### src/rtl/lcd_timing_controller.sv
// lcd_timing_controller
//
// Master scan sequencer for the LCD pipeline. Owns the dot and line counters
// and the PPU mode state machine (OAM scan / pixel transfer / HBlank / VBlank),
// and derives LY, the STAT mode and coincidence bits, the VBlank and STAT
// interrupt requests, and the CPU lock-outs for VRAM and OAM.
//
// Ports
//   clk, reset      system clock, synchronous active-high reset
//   dot_en          dot strobe; the scan advances only on cycles where it is 1
//   lcd_enable      LCDC.LCDEnable; 0 aborts the scan and parks at line 0, dot 0
//   lyc             LYC register value
//   int_*_en        STAT interrupt source enables (LYC, mode 2, mode 1, mode 0)
//   mode            STAT.Mode (0 HBlank, 1 VBlank, 2 OAM, 3 transfer)
//   ly, dot         current line and dot within the line
//   coincidence     (ly == lyc) while the LCD is enabled
//   stat_irq        one-cycle STAT interrupt request
//   vblank_irq      one-cycle VBlank interrupt request
//   line_start      one-cycle pulse when dot 0 of a line is loaded
//   frame_start     one-cycle pulse when line 0, dot 0 is loaded
//   oam_locked      CPU OAM lock-out (modes 2 and 3)
//   vram_locked     CPU VRAM lock-out (mode 3)
module lcd_timing_controller #(
    parameter int unsigned DOTS_PER_LINE = 456,
    parameter int unsigned OAM_DOTS      = 80,
    parameter int unsigned XFER_DOTS     = 172,
    parameter int unsigned VISIBLE_LINES = 144,
    parameter int unsigned TOTAL_LINES   = 154
) (
    input  logic       clk,
    input  logic       reset,
    input  logic       dot_en,
    input  logic       lcd_enable,
    input  logic [7:0] lyc,
    input  logic       int_lyc_en,
    input  logic       int_mode2_en,
    input  logic       int_mode1_en,
    input  logic       int_mode0_en,
    output logic [1:0] mode,
    output logic [7:0] ly,
    output logic [8:0] dot,
    output logic       coincidence,
    output logic       stat_irq,
    output logic       vblank_irq,
    output logic       line_start,
    output logic       frame_start,
    output logic       oam_locked,
    output logic       vram_locked
);

    typedef enum logic [1:0] {
        MODE_HBLANK = 2'd0,
        MODE_VBLANK = 2'd1,
        MODE_OAM    = 2'd2,
        MODE_XFER   = 2'd3
    } mode_e;

    localparam logic [8:0] LAST_DOT   = 9'(DOTS_PER_LINE - 1);
    localparam logic [8:0] OAM_END    = 9'(OAM_DOTS);
    localparam logic [8:0] XFER_END   = 9'(OAM_DOTS + XFER_DOTS);
    localparam logic [7:0] FIRST_VBL  = 8'(VISIBLE_LINES);
    localparam logic [7:0] LAST_LINE  = 8'(TOTAL_LINES - 1);

    mode_e      mode_q, mode_d;
    logic [8:0] dot_q, dot_d, dot_next;
    logic [7:0] ly_q, ly_d, ly_next;
    logic       running_q, running_d;
    logic       line_start_q, line_start_d;
    logic       frame_start_q, frame_start_d;
    logic       vblank_irq_q, vblank_irq_d;
    logic       oam_locked_q, oam_locked_d;
    logic       vram_locked_q, vram_locked_d;
    logic       stat_line_q, stat_line_d;
    logic       stat_irq_q, stat_irq_d;
    logic       stat_line;

    assign coincidence = lcd_enable && (ly_q == lyc);

    // The STAT line is forced low while disabled so the edge register clears
    // and re-enabling starts from a clean 0 level.
    assign stat_line = lcd_enable &&
                       ((int_lyc_en   && coincidence)          ||
                        (int_mode0_en && mode_q == MODE_HBLANK) ||
                        (int_mode1_en && mode_q == MODE_VBLANK) ||
                        (int_mode2_en && mode_q == MODE_OAM));

    // Scan sequencing. running_q remembers that the scan has been started, so
    // the first dot strobe after enabling restarts at line 0, dot 0 instead of
    // advancing. Mode and locks are decoded from the next counter values so
    // they change in the same clock as the counters.
    always_comb begin
        dot_next      = dot_q;
        ly_next       = ly_q;
        dot_d         = dot_q;
        ly_d          = ly_q;
        mode_d        = mode_q;
        running_d     = running_q;
        line_start_d  = 1'b0;
        frame_start_d = 1'b0;
        vblank_irq_d  = 1'b0;
        oam_locked_d  = oam_locked_q;
        vram_locked_d = vram_locked_q;

        if (!lcd_enable) begin
            dot_d         = '0;
            ly_d          = '0;
            mode_d        = MODE_HBLANK;
            running_d     = 1'b0;
            oam_locked_d  = 1'b0;
            vram_locked_d = 1'b0;
        end else if (dot_en) begin
            if (!running_q) begin
                dot_next = '0;
                ly_next  = '0;
            end else if (dot_q == LAST_DOT) begin
                dot_next = '0;
                ly_next  = (ly_q == LAST_LINE) ? 8'd0 : ly_q + 8'd1;
            end else begin
                dot_next = dot_q + 9'd1;
                ly_next  = ly_q;
            end

            if (ly_next >= FIRST_VBL) begin
                mode_d = MODE_VBLANK;
            end else if (dot_next < OAM_END) begin
                mode_d = MODE_OAM;
            end else if (dot_next < XFER_END) begin
                mode_d = MODE_XFER;
            end else begin
                mode_d = MODE_HBLANK;
            end

            running_d     = 1'b1;
            dot_d         = dot_next;
            ly_d          = ly_next;
            line_start_d  = (dot_next == 9'd0);
            frame_start_d = (dot_next == 9'd0) && (ly_next == 8'd0);
            vblank_irq_d  = (dot_next == 9'd0) && (ly_next == FIRST_VBL);
            oam_locked_d  = (mode_d == MODE_OAM) || (mode_d == MODE_XFER);
            vram_locked_d = (mode_d == MODE_XFER);
        end
    end

    // The STAT edge detector runs every clock, not only on dot strobes, so an
    // LYC write can raise an interrupt at any time. Holding the line high
    // blocks further requests until it drops.
    always_comb begin
        stat_line_d = stat_line;
        stat_irq_d  = stat_line && !stat_line_q;
    end

    always_ff @(posedge clk) begin
        if (reset) begin
            dot_q         <= '0;
            ly_q          <= '0;
            mode_q        <= MODE_HBLANK;
            running_q     <= 1'b0;
            line_start_q  <= 1'b0;
            frame_start_q <= 1'b0;
            vblank_irq_q  <= 1'b0;
            oam_locked_q  <= 1'b0;
            vram_locked_q <= 1'b0;
            stat_line_q   <= 1'b0;
            stat_irq_q    <= 1'b0;
        end else begin
            dot_q         <= dot_d;
            ly_q          <= ly_d;
            mode_q        <= mode_d;
            running_q     <= running_d;
            line_start_q  <= line_start_d;
            frame_start_q <= frame_start_d;
            vblank_irq_q  <= vblank_irq_d;
            oam_locked_q  <= oam_locked_d;
            vram_locked_q <= vram_locked_d;
            stat_line_q   <= stat_line_d;
            stat_irq_q    <= stat_irq_d;
        end
    end

    assign mode        = mode_q;
    assign ly          = ly_q;
    assign dot         = dot_q;
    assign stat_irq    = stat_irq_q;
    assign vblank_irq  = vblank_irq_q;
    assign line_start  = line_start_q;
    assign frame_start = frame_start_q;
    assign oam_locked  = oam_locked_q;
    assign vram_locked = vram_locked_q;

endmodule

### config.mk
export PLATFORM = sky130hd
export DESIGN_NAME = lcd_timing_controller
export DESIGN_NICKNAME = d
export VERILOG_FILES = /design/src/rtl/lcd_timing_controller.sv
export SDC_FILE = /design/constraint.sdc
export NUM_CORES = 1
export LEC_CHECK = 0
export ABC_AREA = 1
export CAP_MARGIN = 20
export CORE_ASPECT_RATIO = 0.9
export CORE_MARGIN = 2
export CORE_UTILIZATION = 45
export DETAILED_ROUTE_END_ITERATION = 10
export GPL_ROUTABILITY_DRIVEN = 1
export GPL_TIMING_DRIVEN = 0
export PLACE_DENSITY = 0.77
export SYNTH_ARGS = -nofsm -noshare
export SYNTH_HDL_FRONTEND = slang
export SYNTH_SLANG_ARGS = --single-unit
### constraint.sdc
create_clock -name clk -period 2.2 [get_ports clk]
set_input_delay 0.22 -clock clk [delete_from_list [all_inputs] [get_ports clk]]
set_output_delay 0.22 -clock clk [all_outputs]
set_load 0.1 [all_outputs]
==> results_dict.tcl <==
set metrics [dict create \
    grt_pass1_vias 1629 \
    yosys_register_bits 27 \
    tightest_slew_ps 979 \
    clock-root-buffer "clkbuf_8" \
    cts_htree_levels 1 \
    synthMostInstantiatedCell "nand2_1" \
    rr_worst_depth 11 \
    maxCapViolCount 0 \
    cts.sinks 27 \
    slew_viol_final 0 \
    setup_viol 0 \
    dr.first_iter.drc_count 196 \
    hp-class "reg -> reg" \
    worstSetupPathType "reg -> out" \
    synth_cells 260 \
    ir_drop_uv 515 \
    drive_above_1_share_pct 16.7 \
    fp.dieH_um 62.5 \
    io_buffers 41 \
    yosysSeqAreaShare_pct 31.6 \
    stdcell_area_sq_mm 0.00228 \
    layout_setup_ws_ps 55.2 \
    place_area_sq_mm 0.00223 \
    slowest_stage "clkdlybuf4s50_1" \
    crit_path_end_kind "output port" \
    io_pins 42 \
    grt_pass1_wl_um 7480 \
    fp.dieW_um 69.0 \
    synth_top_cell_area_share_pct 31.6 \
    synth_ff_type "dfxtp_1" \
    design.die.area_sq_mm 0.00432 \
    period_share_pct 97.5 \
    nets 325 \
    gp_congestion 0.903 \
    pre_cts_slack_ps -596 \
    synthArstFlopShare_pct 0 \
    stdcell_count 351 \
    cp_num_cells 1 \
    antenna_found_initial 0 \
    p_per_area_mw_per_mm2 477 \
    grt_overflow 0 \
    cts_buffers 3 \
    synth_area_leader_cell "dfxtp_1" \
    wl_per_cell_um 12.9 \
    area_delta_synth_final_pct 33.0 \
    routed_via_density 5.20 \
    hpwl_um 3540 \
    worst_skew_pair.late_latency_ps 280 \
    cp-start-kind "flop" \
    synth_area_leaders "dfxtp_1 (32%), nand2_1 (13%), nand3_1 (6.4%)" \
    cts_tree "built" \
    final_antenna_net_count 0 \
    rows 21 \
    synth-edff-count 0 \
    skew_ps 4.66 \
    drt_wl_total_um 4530 \
    grtUsageTotal_pct 20.8 \
    fmax_mhz 466 \
    worstPathRequired_ps 1980 \
    dp_cells 347 \
    yosysUniqueCellTypes 33 \
    firstDrtPassIters 5 \
    crit_fanout 6 \
    total_power_mw 1.09 \
    cts_buffer_depth 2 \
    fin_tns_setup_ps 0 \
    finalHoldViolations 0 \
    post-cts-setup-buffers 0 \
    crit_arrival_ps 1920 \
    outcome "finished, final reports clean" \
    cp_cell_sequence "clkdlybuf4s50_1" \
    slew_headroom_pct 34.5 \
    grt_max_degree 18 \
    critPathBufInv 1 \
    crit_family "buffers and inverters" \
    ys_warn_count 0 \
    min_period_ps 2140 \
    synthTopCellsByCount "nand2_1 (61), dfxtp_1 (27), inv_1 (24), nor2_1 (24), nand3_1 (22)" \
    via_count 1826 \
    synth.net_count 279 \
    total_leakage_power_nw 0.973 \
    worstHoldPathCells 1 \
    antenna_cells 0 \
    syn-cell-area_sq_mm 0.00171 \
    coreArea_sq_mm 0.00368 \
    syn_avg_cell_area_sq_um 6.59 \
    slowest_delay_ps 1180 \
    drc 0 \
    clk_pin_slew_ps 100 \
    start_util_pct 46.6 \
    cts_hold_buf 0 \
]
-- placed cells by master (no fill, tap or decap), drive strengths merged --
| master | synthesis | routed |
|---|---|---|
| dlymetal6s2s | 0 | 2 |
| nand2 | 69 | 69 |
| or2 | 2 | 2 |
| o22ai | 2 | 2 |
| buf | 2 | 2 |
| nand4 | 5 | 5 |
| o21ai | 21 | 21 |
| nor4 | 1 | 1 |
| inv | 30 | 31 |
| a211oi | 4 | 4 |
| clkdlybuf4s50 | 0 | 38 |
| nor2 | 30 | 30 |
| xor2 | 2 | 2 |
| o21bai | 1 | 1 |
| ha | 3 | 3 |
| o2111ai | 1 | 1 |
| clkbuf | 4 | 8 |
| nor3 | 6 | 6 |
| nand3 | 27 | 27 |
| dfxtp | 27 | 27 |
| a21oi | 21 | 21 |
| a211o | 1 | 1 |
| nand3b | 1 | 1 |
-- layout make-up --
class	instances	area (sq um)
clock inverters	1	8.76
well taps	46	57.6
clock buffers	3	41.3
repair buffers	41	413
multi-input cells	197	1040
plain buffers	6	27.5
fillers	346	1400
flip-flops and latches	27	571
inverters	30	115
-- power breakdown --
part	leakage, nW	internal [mW]	switching, mW	total [mW]
combinational	0.720	0.0781	0.182	0.260
clock	0.0261	0.133	0.174	0.308
sequential	0.227	0.500	0.0189	0.519
-- logic make-up after synthesis --
logic type | count (synthesis) | synth area share, %
XOR/XNOR | 2 | 1.02
AO/OA/AOI/OAI | 51 | 16.4
buffers and inverters | 36 | 8.33
flip-flops | 27 | 31.6
AND/OR/NAND/NOR | 141 | 40.5
adder cells (fa/ha/maj) | 3 | 2.19
-- state kept, by name, summed over array words and instances (netlist names) --
signal / flops
ly: 8
mode: 2
oam_locked: 1
stat_line_q: 1
line_start: 1
dot: 9
vblank_irq: 1
stat_irq: 1
frame_start: 1
vram_locked: 1
running_q: 1
-- worst paths after layout --
check | start | endpoint | slack, ps
setup / recovery | dot[5] | dot[5] | 60
hold / removal | stat_line_q | stat_irq | 400
setup reg to reg | dot[0] | frame_start | 320
hold reg to reg | stat_line_q | stat_irq | 400
-- stage by stage --
stage | hold WS (ps) | utilization (%)
floorplan | 292 | -
global placement | 377 | 60.5
detailed placement | 384 | 60.5
CTS | 400 | 61.7
global route | 427 | 61.9
finish | 396 | 61.9
-- what timing repair did --
item,4_1_cts,5_1_grt
endpoints found under the hold margin,0,0
gates resized for setup,5,3
endpoints found under the setup margin,1,3
-- layer usage --
layer | global-route usage (%) | wire, um | vias to the layer above
met1 | 31.5 | 2200 | 808
met4 | 3.92 | 32 | 0
li1 | - | - | 957
met3 | 3.71 | 317 | 6
met5 | 0 | 0 | -
met2 | 30.8 | 1980 | 55
No activity file was read; power rests on OpenSTA's default activity.
